--- src/rtl/idu_stage_if.sv ---
// idu_stage_if: decode stage bus; upstream in_valid/in_ready/in_inst/in_pc, downstream out_valid/out_ready and registered decoded fields
interface idu_stage_if #(
  parameter int XLEN = 64
);
  logic            in_valid;
  logic            in_ready;
  logic [31:0]     in_inst;
  logic [XLEN-1:0] in_pc;
  logic            out_valid;
  logic            out_ready;
  logic [XLEN-1:0] out_pc;
  logic [4:0]      out_rs1;
  logic [4:0]      out_rs2;
  logic [4:0]      out_rd;
  logic [XLEN-1:0] out_imm;
  logic [3:0]      out_alu_op;
  logic            out_src2_imm;
  logic            out_reg_wr;
  logic            out_word;
  logic            out_mem_rd;
  logic            out_mem_wr;
  logic            out_branch;
  logic            out_jump;
  logic            out_ebreak;
  logic            out_illegal;
  modport master (
    output in_valid, in_inst, in_pc, out_ready,
    input  in_ready, out_valid, out_pc, out_rs1, out_rs2, out_rd, out_imm, out_alu_op,
           out_src2_imm, out_reg_wr, out_word, out_mem_rd, out_mem_wr, out_branch,
           out_jump, out_ebreak, out_illegal
  );
  modport slave (
    input  in_valid, in_inst, in_pc, out_ready,
    output in_ready, out_valid, out_pc, out_rs1, out_rs2, out_rd, out_imm, out_alu_op,
           out_src2_imm, out_reg_wr, out_word, out_mem_rd, out_mem_wr, out_branch,
           out_jump, out_ebreak, out_illegal
  );
endinterface

--- src/rtl/idu_stage.sv ---
// idu_stage: single-entry RV32I/RV64I decode register; ports clk, rst (async high), flush_i, bus (slave: in_* handshake in, decoded out_* entry out)
module idu_stage #(
  parameter int XLEN = 64
) (
  input logic        clk,
  input logic        rst,
  input logic        flush_i,
  idu_stage_if.slave bus
);
  typedef struct packed {
    logic [XLEN-1:0] pc;
    logic [XLEN-1:0] imm;
    logic [4:0]      rs1;
    logic [4:0]      rs2;
    logic [4:0]      rd;
    logic [3:0]      alu_op;
    logic            src2_imm, reg_wr, word, mem_rd, mem_wr, branch, jump, ebreak, illegal;
  } ent_t;
  localparam bit RV64 = XLEN == 64;
  localparam logic [3:0] ALU_ADD = 4'd0, ALU_SUB = 4'd1, ALU_SLL = 4'd2, ALU_SLT = 4'd3,
    ALU_SLTU = 4'd4, ALU_XOR = 4'd5, ALU_SRL = 4'd6, ALU_SRA = 4'd7, ALU_OR = 4'd8,
    ALU_AND = 4'd9, ALU_PASS = 4'd10;
  ent_t base, dec, ent_d, ent_q;
  logic valid_d, valid_q, cap, legal, wr, sh_rsv;
  logic [31:0] inst, imm32, imm_i, imm_s, imm_b, imm_u, imm_j;
  logic [6:0] f7;
  logic [2:0] f3;
  logic [3:0] alu_f;
  assign inst  = bus.in_inst;
  assign f3    = inst[14:12];
  assign f7    = inst[31:25];
  assign imm_i = {{20{inst[31]}}, inst[31:20]};
  assign imm_s = {{20{inst[31]}}, inst[31:25], inst[11:7]};
  assign imm_b = {{20{inst[31]}}, inst[7], inst[30:25], inst[11:8], 1'b0};
  assign imm_u = {inst[31:12], 12'b0};
  assign imm_j = {{12{inst[31]}}, inst[19:12], inst[20], inst[30:21], 1'b0};
  assign sh_rsv = inst[31] | (|inst[29:26]) | (!RV64 & inst[25]);
  always_comb begin
    case (f3)
      3'd0:    alu_f = ALU_ADD;
      3'd1:    alu_f = ALU_SLL;
      3'd2:    alu_f = ALU_SLT;
      3'd3:    alu_f = ALU_SLTU;
      3'd4:    alu_f = ALU_XOR;
      3'd5:    alu_f = inst[30] ? ALU_SRA : ALU_SRL;
      3'd6:    alu_f = ALU_OR;
      default: alu_f = ALU_AND;
    endcase
  end
  always_comb begin
    base = '0;
    base.pc  = bus.in_pc;
    base.rs1 = inst[19:15];
    base.rs2 = inst[24:20];
    base.rd  = inst[11:7];
    dec   = base;
    imm32 = '0;
    wr    = 1'b0;
    legal = 1'b1;
    case (inst[6:0])
      7'b0110111: begin imm32 = imm_u; dec.alu_op = ALU_PASS; dec.src2_imm = 1'b1; wr = 1'b1; end
      7'b0010111: begin imm32 = imm_u; dec.src2_imm = 1'b1; wr = 1'b1; end
      7'b1101111: begin imm32 = imm_j; dec.jump = 1'b1; dec.src2_imm = 1'b1; wr = 1'b1; end
      7'b1100111: begin imm32 = imm_i; dec.jump = 1'b1; dec.src2_imm = 1'b1; wr = 1'b1; end
      7'b1100011: begin imm32 = imm_b; dec.branch = 1'b1; legal = f3[2:1] != 2'b01; end
      7'b0000011: begin
        imm32 = imm_i; dec.mem_rd = 1'b1; dec.src2_imm = 1'b1; wr = 1'b1;
        legal = f3 != 3'd7 && (RV64 || (f3 != 3'd3 && f3 != 3'd6));
      end
      7'b0100011: begin
        imm32 = imm_s; dec.mem_wr = 1'b1; dec.src2_imm = 1'b1;
        legal = !f3[2] && (RV64 || f3 != 3'd3);
      end
      7'b0010011: begin
        imm32 = imm_i; dec.alu_op = alu_f; dec.src2_imm = 1'b1; wr = 1'b1;
        legal = f3 == 3'd1 ? !(sh_rsv | inst[30]) : f3 == 3'd5 ? !sh_rsv : 1'b1;
      end
      7'b0110011: begin
        dec.alu_op = (f3 == 3'd0 && inst[30]) ? ALU_SUB : alu_f; wr = 1'b1;
        legal = f7 == 7'h00 || (f7 == 7'h20 && (f3 == 3'd0 || f3 == 3'd5));
      end
      7'b0011011: begin
        imm32 = imm_i; dec.alu_op = alu_f; dec.src2_imm = 1'b1; dec.word = 1'b1; wr = 1'b1;
        legal = RV64 && (f3 == 3'd0 || (f3 == 3'd1 && f7 == 7'h00) ||
                (f3 == 3'd5 && (f7 == 7'h00 || f7 == 7'h20)));
      end
      7'b0111011: begin
        dec.alu_op = (f3 == 3'd0 && inst[30]) ? ALU_SUB : alu_f; dec.word = 1'b1; wr = 1'b1;
        legal = RV64 && ((f7 == 7'h00 && (f3 == 3'd0 || f3 == 3'd1 || f3 == 3'd5)) ||
                (f7 == 7'h20 && (f3 == 3'd0 || f3 == 3'd5)));
      end
      7'b1110011: begin imm32 = imm_i; dec.ebreak = 1'b1; dec.src2_imm = 1'b1; legal = inst == 32'h0010_0073; end
      default:    legal = 1'b0;
    endcase
    dec.imm    = XLEN'($signed(imm32));
    dec.reg_wr = wr && dec.rd != 5'd0;
    if (!legal) dec = base;
    dec.illegal = !legal;
  end
  assign bus.in_ready = !valid_q || bus.out_ready;
  assign cap     = bus.in_valid && bus.in_ready && !flush_i;
  assign valid_d = cap || (valid_q && !bus.out_ready && !flush_i);
  assign ent_d   = cap ? dec : ent_q;
  always_ff @(posedge clk or posedge rst) begin
    if (rst) begin
      valid_q <= 1'b0;
      ent_q   <= '0;
    end else begin
      valid_q <= valid_d;
      ent_q   <= ent_d;
    end
  end
  assign bus.out_valid    = valid_q;
  assign bus.out_pc       = ent_q.pc;
  assign bus.out_imm      = ent_q.imm;
  assign bus.out_rs1      = ent_q.rs1;
  assign bus.out_rs2      = ent_q.rs2;
  assign bus.out_rd       = ent_q.rd;
  assign bus.out_alu_op   = ent_q.alu_op;
  assign bus.out_src2_imm = ent_q.src2_imm;
  assign bus.out_reg_wr   = ent_q.reg_wr;
  assign bus.out_word     = ent_q.word;
  assign bus.out_mem_rd   = ent_q.mem_rd;
  assign bus.out_mem_wr   = ent_q.mem_wr;
  assign bus.out_branch   = ent_q.branch;
  assign bus.out_jump     = ent_q.jump;
  assign bus.out_ebreak   = ent_q.ebreak;
  assign bus.out_illegal  = ent_q.illegal;
endmodule

--- src/flat_wrapper.sv ---
// flat-port wrapper written by rule: the top's interface ports become plain ports
module idu_stage_flat 
#(
  parameter int XLEN = 64
)
  (clk, rst, flush_i, bus_in_valid, bus_in_inst, bus_in_pc, bus_out_ready, bus_in_ready, bus_out_valid, bus_out_pc, bus_out_rs1, bus_out_rs2, bus_out_rd, bus_out_imm, bus_out_alu_op, bus_out_src2_imm, bus_out_reg_wr, bus_out_word, bus_out_mem_rd, bus_out_mem_wr, bus_out_branch, bus_out_jump, bus_out_ebreak, bus_out_illegal);
  idu_stage_if #(.XLEN(XLEN)) bus_i ();
  input logic clk;
  input logic rst;
  input logic flush_i;
  input wire logic [$bits(bus_i.in_valid)-1:0] bus_in_valid;
  input wire logic [$bits(bus_i.in_inst)-1:0] bus_in_inst;
  input wire logic [$bits(bus_i.in_pc)-1:0] bus_in_pc;
  input wire logic [$bits(bus_i.out_ready)-1:0] bus_out_ready;
  output wire logic [$bits(bus_i.in_ready)-1:0] bus_in_ready;
  output wire logic [$bits(bus_i.out_valid)-1:0] bus_out_valid;
  output wire logic [$bits(bus_i.out_pc)-1:0] bus_out_pc;
  output wire logic [$bits(bus_i.out_rs1)-1:0] bus_out_rs1;
  output wire logic [$bits(bus_i.out_rs2)-1:0] bus_out_rs2;
  output wire logic [$bits(bus_i.out_rd)-1:0] bus_out_rd;
  output wire logic [$bits(bus_i.out_imm)-1:0] bus_out_imm;
  output wire logic [$bits(bus_i.out_alu_op)-1:0] bus_out_alu_op;
  output wire logic [$bits(bus_i.out_src2_imm)-1:0] bus_out_src2_imm;
  output wire logic [$bits(bus_i.out_reg_wr)-1:0] bus_out_reg_wr;
  output wire logic [$bits(bus_i.out_word)-1:0] bus_out_word;
  output wire logic [$bits(bus_i.out_mem_rd)-1:0] bus_out_mem_rd;
  output wire logic [$bits(bus_i.out_mem_wr)-1:0] bus_out_mem_wr;
  output wire logic [$bits(bus_i.out_branch)-1:0] bus_out_branch;
  output wire logic [$bits(bus_i.out_jump)-1:0] bus_out_jump;
  output wire logic [$bits(bus_i.out_ebreak)-1:0] bus_out_ebreak;
  output wire logic [$bits(bus_i.out_illegal)-1:0] bus_out_illegal;
  assign bus_i.in_valid = bus_in_valid;
  assign bus_i.in_inst = bus_in_inst;
  assign bus_i.in_pc = bus_in_pc;
  assign bus_i.out_ready = bus_out_ready;
  assign bus_in_ready = bus_i.in_ready;
  assign bus_out_valid = bus_i.out_valid;
  assign bus_out_pc = bus_i.out_pc;
  assign bus_out_rs1 = bus_i.out_rs1;
  assign bus_out_rs2 = bus_i.out_rs2;
  assign bus_out_rd = bus_i.out_rd;
  assign bus_out_imm = bus_i.out_imm;
  assign bus_out_alu_op = bus_i.out_alu_op;
  assign bus_out_src2_imm = bus_i.out_src2_imm;
  assign bus_out_reg_wr = bus_i.out_reg_wr;
  assign bus_out_word = bus_i.out_word;
  assign bus_out_mem_rd = bus_i.out_mem_rd;
  assign bus_out_mem_wr = bus_i.out_mem_wr;
  assign bus_out_branch = bus_i.out_branch;
  assign bus_out_jump = bus_i.out_jump;
  assign bus_out_ebreak = bus_i.out_ebreak;
  assign bus_out_illegal = bus_i.out_illegal;
  idu_stage #(.XLEN(XLEN)) u_core (.clk(clk), .rst(rst), .flush_i(flush_i), .bus(bus_i));
endmodule
--- config.mk ---
export PLATFORM = sky130hd
export DESIGN_NAME = idu_stage_flat
export DESIGN_NICKNAME = d
export VERILOG_FILES = /design/src/rtl/idu_stage_if.sv /design/src/rtl/idu_stage.sv /design/src/flat_wrapper.sv
export SDC_FILE = /design/constraint.sdc
export NUM_CORES = 1
export LEC_CHECK = 0
export BUFFER_PORTS_ARGS = -buffer_cell sky130_fd_sc_hd__buf_2
export CAP_MARGIN = 20
export CORE_ASPECT_RATIO = 1.2
export CORE_UTILIZATION = 30
export DETAILED_ROUTE_END_ITERATION = 12
export GPL_ROUTABILITY_DRIVEN = 1
export HOLD_SLACK_MARGIN = 0.03
export REMOVE_ABC_BUFFERS = 1
export SLEW_MARGIN = 20
export SYNTH_ARGS = -nofsm -noshare
export SYNTH_HDL_FRONTEND = slang
export SYNTH_SLANG_ARGS = --single-unit
--- constraint.sdc ---
create_clock -name clk -period 8.9 [get_ports clk]
set_input_delay 0.445 -clock clk [delete_from_list [all_inputs] [get_ports clk]]
set_output_delay 0.445 -clock clk [all_outputs]
set_load 0.01 [all_outputs]
* Word-level counts from Yosys, hierarchy flattened
Index checks and enable logic that the tools add are counted.
** Word-level totals
- Register bits :: 157
- Bits in latches :: 0
- Memory bits (writable) :: 0
- ROM bits :: 0
- Input bits :: 101
- Output and inout port bits :: 158
- Logic and storage cells :: 97
- Memories :: 0
** Cells by class
- $add $sub $neg :: 0
- Multipliers :: 0
- Divide/modulo/power cells :: 0
- Order comparisons :: 0
- Equality and inequality tests :: 22
- Shifts and indexed selects :: 0
- Multiplexer cells :: 17
- Bitwise logic cells :: 2
- Reductions and logical operators :: 40
** Operators by type and width (count)
- $pmux W32 S5 :: 1
- $mux W92 :: 1
- $eq A7 B6 Y1 const B :: 5
- $eq A32 B21 Y1 const B :: 1
- $eq A7 B7 Y1 const B :: 4
- $pmux W4 S7 :: 1
- $eq A7 B5 Y1 const B :: 3
- $reduce_or A9 Y1 :: 2
- $pmux W4 S3 :: 1
- $mux W1 :: 11
- $logic_and A1 B1 Y1 :: 10
- $logic_or A1 B1 Y1 :: 10
- $reduce_or A2 Y1 :: 5
- $eq A3 B3 Y1 const B :: 3
- $pmux W1 S9 :: 1
- $reduce_or A4 Y1 :: 2
- $eq A7 B2 Y1 const B :: 1
- $logic_not A1 Y1 :: 7
- $logic_not A7 Y1 :: 1
- $eq A3 B2 Y1 const B :: 2
- $reduce_bool A5 Y1 :: 1
- $reduce_or A5 Y1 :: 1
- $mux W4 :: 1
- $eq A3 B1 Y1 const B :: 1
- 4 further kinds :: 5

* Longest topological paths before layout
Gate-level depths: netlist of the first run.
- Depth in word-level cells :: 7
- Mapped depth :: 8
- Gate-level depth less buffers :: 6

* Least setup slack after synthesis of the first run
No wires, ideal clock.
- Path kind :: input -> register
- From :: input port bus_in_inst[2]
- To :: register u_core.ent_q (netlist bit u_core.bus.out_illegal)
- Library setup time :: 0.125 ns
- Data arrival time :: 2.035 ns
- Data required time :: 8.775 ns
- Setup slack :: 6.740 ns
- Stages on the path :: 8
- Buffers on the path :: 2
- Cells stage by stage :: buf_2 > nand3b_4 > or3_1 > or3_1 > o211ai_2 > nor4b_4 > buf_6 > mux2_4
** On the way
- Longest elaborated chain between the ends :: 4
- Elaborated cells between the ends (all ways) :: 16
- Classes of those cells :: eq/ne: 13; mux: 1; reduce/logical: 2
** Ends and longest elaborated chain
- start: declaration :: RTL line flat_wrapper.sv:12 : input wire logic [$bits(bus_i.in_inst)-1:0] bus_in_inst;
- $eq A7 B5 Y1, or another cell as far along :: RTL line idu_stage.sv:60 : case (inst[6:0])
- $reduce_or A4 Y1 (no line)
- $pmux W1 S9 (*) :: RTL line idu_stage.sv:60
- $logic_not A1 Y1 (*)
- end signal: assignment :: RTL line idu_stage.sv:110 : ent_q <= ent_d;
- end: declaration :: RTL line idu_stage.sv:23 : ent_t base, dec, ent_d, ent_q;
Every way passes the cells marked *; elsewhere a longest branch is shown, timed or not.
A chain may end at the register's enable or synchronous reset.

* Worst setup path in the final report of the first run
- From :: input port bus_in_inst[1]
- To :: register u_core.ent_q (netlist bit u_core.bus.out_illegal)
The elaborated chain is that of the path after synthesis.

==> results of run 1 <==
## worst max-delay path, cell delays in order
cell and delay, ns:
buf_2 0.12, and2_1 0.42, nand2_1 0.15, nor3_2 0.68, o21bai_1 0.26, nor4b_4 0.08
buf_4 0.20, buf_4 0.25, mux2_4 0.29
## metrics by stage
step             util  area (µm²)  total power [mW]  cells
2_1_floorplan       -        5473            0.7750    592
3_3_place_gp   0.3751        7149            0.8843   1111
3_5_place_dp   0.3760        7168            0.8890   1113
4_1_cts        0.4102        7819             1.657   1145
5_1_grt        0.4103        7821             1.711   1146
6_report       0.4103        7821             1.632   1146
## path summary, 6_finish.rpt
| check | start | to | slack [ns] |
|---|---|---|---|
| min reg2reg | u_core.bus.out_pc[2] | u_core.bus.out_pc[2] | 0.47 |
| max in group asynchronous | rst | u_core.bus.out_pc[18] | 7.48 |
| min in group clk | bus_in_pc[21] | u_core.bus.out_pc[21] | 0.21 |
| max | bus_in_inst[1] | u_core.bus.out_illegal | 6.29 |
| max reg2reg | u_core.bus.out_valid | u_core.bus.out_branch | 6.99 |
| min | rst | u_core.bus.out_pc[27] | 0.08 |
## state kept, by name, indices dropped and copies added, names as in the netlist, 4 cells and up
signal,count
u_core.bus.out_rs2,5
u_core.bus.out_imm,32
u_core.bus.out_alu_op,4
u_core.bus.out_rs1,5
u_core.bus.out_rd,5
u_core.bus.out_pc,64
## power by group through the flow
stage	clock (mW)	combinational, mW	sequential [mW]
finish	0.757	0.227	0.647
global route	0.802	0.256	0.654
CTS	0.777	0.232	0.648
detailed placement	0	0.231	0.658
global placement	0	0.229	0.656
floorplan	0	0.0898	0.685
## placed cells by master (no fill, tap or decap), drive strengths merged, types with 2 or more instances in the layout
cell type,n
and2,2
nor2,22
nand2b,3
buf,265
inv,6
a21oi,27
and3,3
or3,2
nand2,295
nor4b,3
o31ai,29
dfrtp,125
o2111ai,2
nor2b,4
clkinvlp,2
a211o,2
bufinv,4
nor4,2
o211ai,4
nor3,6
nand3,9
clkinv,4
a22oi,6
nand4,8
clkbuf,20
o21ai,17
o22a,2
a31oi,2
nand3b,3
## cell families after synthesis
group / Yosys count / share of synthesized area
mux: 1 / 0.002548
simple gates: 366 / 0.2610
compound gates: 96 / 0.1319
buf+inv: 75 / 0.07349
flops: 125 / 0.5310
## cell type report
class	count	area share
clock inverter	12	0.02352
clock buffer	20	0.05967
sequential	125	0.3999
antenna	1	0.0003199
timing repair buffer	265	0.1739
multi-input combinational	463	0.2992
inverter	4	0.002560
tap	256	0.04095
## metal layers
| metal | wire [µm] | vias to the layer above | global-route usage |
|---|---|---|---|
| li1 | - | 2570 | - |
| met5 | 0 | - | 0 |
| met4 | 206 | 0 | 0.06534 |
| met1 | 7256 | 2386 | 0.2132 |
| met2 | 8590 | 200 | 0.2850 |
| met3 | 1157 | 18 | 0.05124 |
==> results.tsv, run 1 <==
stage	metric	value	unit
timing	setup_viol	0	
route	vias	5174	
floorplanning	io_pins	259	
grt	first_global_vias	4685	
clock_tree	clk_latency	0.42	ns
timing	grt_setup_unrepaired	no	
yosys	yosysTopAreaCell	dfrtp_1	
yosys	synthTopCellsByCount	nand2_1, dfrtp_1, clkbuf_1	
place	pre_cts_slack	5.845	ns
min_path	hold_class	in -> async	
timing	finalHoldViolations	0	
power	power.internal	1.201	mW
grt	grtUsageTotal	0.1736	
floorplanning	start_util	0.3090	
timing	post-route-min-period	2.613	ns
floorplanning	die_area	20200	µm²
timing	fmax	382.7	MHz
cells_and_area	nNetsFinal	977	
clock_tree	post_cts_buffers	0	
floorplanning	core	19060	µm²
clock_tree	htreeDepth	4	
clock_tree	clock-sinks	125	
cells_and_area	multi_input_area	2340	µm²
place	gp_congestion	0.8372	
yosys	netlist-cell-type-count	45	
timing	holdWs	0.07962	ns
worst_setup_path	rr_worst_depth	5	
route	drt_wl_total	17.21	mm
yosys	yosysMostFrequentCell	nand2_1	
clock_tree	clkTransAtPathRegs	0.06	ns
clock_tree	cts_resized	0	
yosys	seq_area_frac_synth	0.5310	
route	viasPerCell	4.515	
worst_setup_path	crit_type	in -> reg	
worst_setup_path	crit_fanout	25	
worst_setup_path	timing.critical_path.to_type	register	
timing	max_slew.worst_pin.slew	0.9788	ns
power	combPwrFrac	0.139	
power	switching_share	0.2641	
yosys	synthFlopType	dfrtp_1	
power	peakVddDrop	0.1280	mV
floorplanning	die_w	129.9	µm
power	powerDensity	208.6	nW/µm²
timing	slew_violations	0	
clock_tree	numCtsBuffers	17	
cells_and_area	seq_area	3128	µm²
route	detail-route-antenna-nets	0	
grt	grt_first_pass_wirelength	26.34	mm
yosys	syn_area_per_cell	8.885	µm²
timing	setup_tns	0	ns
power	switching_power	0.4309	mW
worst_setup_path	startpoint_type	input pin	
worst_setup_path	critPathRequiredTime	9.20	ns
floorplanning	dieHeight	155.5	µm
yosys	synth_top_area_share	0.5310	
worst_setup_path	worst_ep_arrival_time	2.91	ns
clock_tree	cts_tree	built	
run	cap_violations	0	
timing	slew_headroom	0.3383	
timing	period_share	0.2936	
power	p_clk_frac	0.464	
route	drc	0	
place	portBuffers	258	
grt	antenna_found_initial	2	
cells_and_area	nFillCells	1941	
timing	worst_slack	6.287	ns
power	total_leakage_power	4.251	nW
clock_tree	root_buffer	clkbuf_16	
cells_and_area	drive_gt1_frac	0.3802	
route	drt-initial-drc-count	293	
yosys	synth_area_leaders	dfrtp_1, nand2_1, o31ai_2	
yosys	yosysWarnings	0	
yosys	syn-cell-area	5891	µm²
yosys	async_reset_ff_frac	1.000	
place	hpwl	12.29	mm
grt	grt_remaining_overflow	0	
route	wire_per_inst	15.02	µm
yosys	syn-instance-count	663	
timing	skew	0.007112	ns
clock_tree	clk_path_buf_depth	2	
power	seq_power_share	0.397	
cells_and_area	area_delta_synth_final	32.77	%
outcome	outcome	finished clean	
clock_tree	hold_buffers	0	
route	drt_first_pass_iters	4	
yosys	synth-edff-count	0	
floorplanning	rows	55	
grt	grt_max_degree	156	
yosys	ys_seq_elements	125	
Note: power is estimated with default switching activity, not from simulation.
==> run 2, diff against run 1 <==
==> constraint.sdc (replaced) <==
create_clock -name clk -period 2.6 [get_ports clk]
set_input_delay 0.13 -clock clk [delete_from_list [all_inputs] [get_ports clk]]
set_output_delay 0.13 -clock clk [all_outputs]
set_load 0.01 [all_outputs]
==> results.tsv, run 2 (synthesis gave the netlist of run 1 again) <==
stage	metric	value	unit	change
worst_setup_path	slowest_stage	dlygate4sd3_1		
grt	grt_max_degree	56		-64%
timing	finalHoldViolations	0		unchanged
grt	grt_remaining_overflow	0		unchanged
cells_and_area	layout_commonest_cell	nand2_1		
run	cap_violations	0		unchanged
route	vias	5662		+9.4%
clock_tree	post_cts_buffers	0		unchanged
power	powerDensity	624.0	nW/µm²	+200%
worst_setup_path	crit_fanout	40		+60%
route	drt-initial-drc-count	308		+5.1%
min_path	min_path_cells	3		
clock_tree	clk_latency	0.42	ns	about the same
worst_setup_path	rr_endpoint	u_core.bus.out_pc[29]		
floorplanning	core	19060	µm²	unchanged
outcome	outcome	finished clean		
floorplanning	dieHeight	155.5	µm	unchanged
worst_setup_path	r2r_setup_slack	0.72	ns	-6.27 ns
floorplanning	rows	55		unchanged
clock_tree	root_buffer	clkbuf_16		
worst_setup_path	crit_buf_inv	3		unchanged
timing	setup_viol	0		unchanged
grt	first_global_vias	5129		+9.5%
cells_and_area	nNetsFinal	1071		+9.6%
worst_setup_path	cpPeakStageDelay	0.54	ns	-0.14 ns
route	wire_per_inst	14.95	µm	-0.48%
floorplanning	start_util	0.3090		unchanged
clock_tree	clkTransAtPathRegs	0.06	ns	about the same
floorplanning	die_area	20200	µm²	unchanged
min_path	whs_endpoint	u_core.bus.out_imm[62]		
timing	slew_headroom	0.5288		+0.1905
timing	fmax	476.5	MHz	
worst_setup_path	startpoint_type	input pin		
cells_and_area	area_delta_synth_final	48.02	%	
cells_and_area	nFillCells	1814		-6.5%
place	gp_congestion	0.8314		-0.69%
timing	skew	0.006286	ns	-0.0008258 ns
worst_setup_path	timing.critical_path.to_type	register		
cells_and_area	seq_area	3128	µm²	unchanged
power	peakVddDrop	0.4336	mV	+240%
route	viasPerCell	4.570		+1.2%
clock_tree	numCtsBuffers	17		unchanged
cells_and_area	final_cell_mix	nand2_1, buf_2, dfrtp_1		
worst_setup_path	crit_type	in -> reg		
timing	grt_setup_unrepaired	no		
worst_setup_path	worst_ep_arrival_time	2.40	ns	-0.51 ns
timing	post-route-min-period	2.099	ns	
place	hpwl	12.49	mm	+1.6%
clock_tree	clk_path_buf_depth	2		unchanged
grt	grtUsageTotal	0.1826		+0.009065
floorplanning	die_w	129.9	µm	unchanged
route	drc	0		unchanged
cells_and_area	insertedDiodeCount	0		-1
timing	slew_violations	0		unchanged
min_path	hold_class	in -> reg		
power	totalPowerFinal	5.441	mW	+230%
clock_tree	clock-sinks	125		unchanged
timing	period_share	0.8072		
min_path	min_from	bus_in_inst[31]		
worst_setup_path	worstPathCellList	dlygate4sd3_1 > buf_2 > nor4_1 > nand3_1 > nor4_2 > nor4b_4 > buf_12 > mux2_4		
cells_and_area	drive_gt1_frac	0.3469		-0.03331
clock_tree	htreeDepth	4		unchanged
clock_tree	cts_resized	0		unchanged
clock_tree	cts_tree	built		
worst_setup_path	critPathRequiredTime	2.90	ns	-6.30 ns
worst_setup_path	path_delay_family	simple AND/OR/NAND/NOR gates		
place	portBuffers	258		unchanged
floorplanning	io_pins	259		unchanged
worst_setup_path	r2r-start	u_core.bus.out_valid		
cells_and_area	largest_reg_flops	64		unchanged
timing	max_slew.worst_pin.slew	0.7068	ns	-0.2720 ns
cells_and_area	multi_input_area	2340	µm²	unchanged
grt	antenna_found_initial	0		-2
clock_tree	hold_buffers	88		+88
place	pre_cts_slack	0.5816	ns	-5.263 ns
route	drt_wl_total	18.52	mm	+7.6%
route	detail-route-antenna-nets	0		unchanged
route	drt_first_pass_iters	4		unchanged
grt	grt_first_pass_wirelength	27.88	mm	+5.8%
timing	worst_slack	0.5012	ns	-5.786 ns
worst_setup_path	rr_worst_depth	6		+1
power	total_leakage_power	4.632	nW	+8.9%
run 2: changes by cell type in the layout (fill, tap and decap cells not counted), moves of 3 or more:
| cell | delta |
|---|---|
| dlygate4sd3_1 | +88 |
| clkbuf_1 | +3 |
| buf_12 | +4 |
| buf_4 | +3 |
run 2: worst max-delay path by stage:
stage	slack (ns)	endpoint	startpoint	depth (start not counted)
after global placement	0.60	u_core.bus.out_illegal	bus_in_inst[6]	8
after detailed placement	0.58	u_core.bus.out_illegal	bus_in_inst[6]	8
after global routing	0.38	u_core.bus.out_illegal	bus_in_inst[22]	8
after floorplan	-3.63	u_core.bus.out_alu_op[0]	u_core.bus.out_valid	4
final	0.50	u_core.bus.out_illegal	bus_in_inst[22]	8
after CTS	0.51	u_core.bus.out_illegal	bus_in_inst[22]	8
run 2: per-layer routing:
metal  part of all wire  global-route usage
met2               0.49              0.3035
met1               0.43              0.2237
met5                  0                   0
met3              0.064             0.04539
met4              0.023             0.07641
run 2: per-stage QoR:
step	instance area, µm²	utilization	std cells	hold WS [ns]	TNS [ns]
after floorplan	5473	-	592	0.1964	-468.63
after global placement	7259	0.3808	1119	0.2266	0
after detailed placement	7259	0.3808	1119	0.2285	0
after CTS	8720	0.4574	1239	0.04205	0
after global routing	8720	0.4574	1239	0.06594	0
final	8720	0.4574	1239	0.06757	0
run 2: final cells by class:
type	count	share of cell area
clock inverters	10	0.01320
multi-input cells	463	0.2683
flip-flops and latches	125	0.3587
well taps	256	0.03673
inverters	4	0.002296
repair buffers	359	0.2675
clock buffers	22	0.05324
run 2: where the power goes:
| part | internal, mW | leakage, nW | switching, mW |
|---|---|---|---|
| clock | 1.46 | 0.276 | 0.858 |
| combinational | 0.391 | 2.74 | 0.513 |
| sequential | 2.13 | 1.61 | 0.0920 |
run 2: tightest hold or removal path, stage by stage:
cell       delay [ns]
buf_2            0.14
o2111ai_1        0.11
o21ai_1          0.06
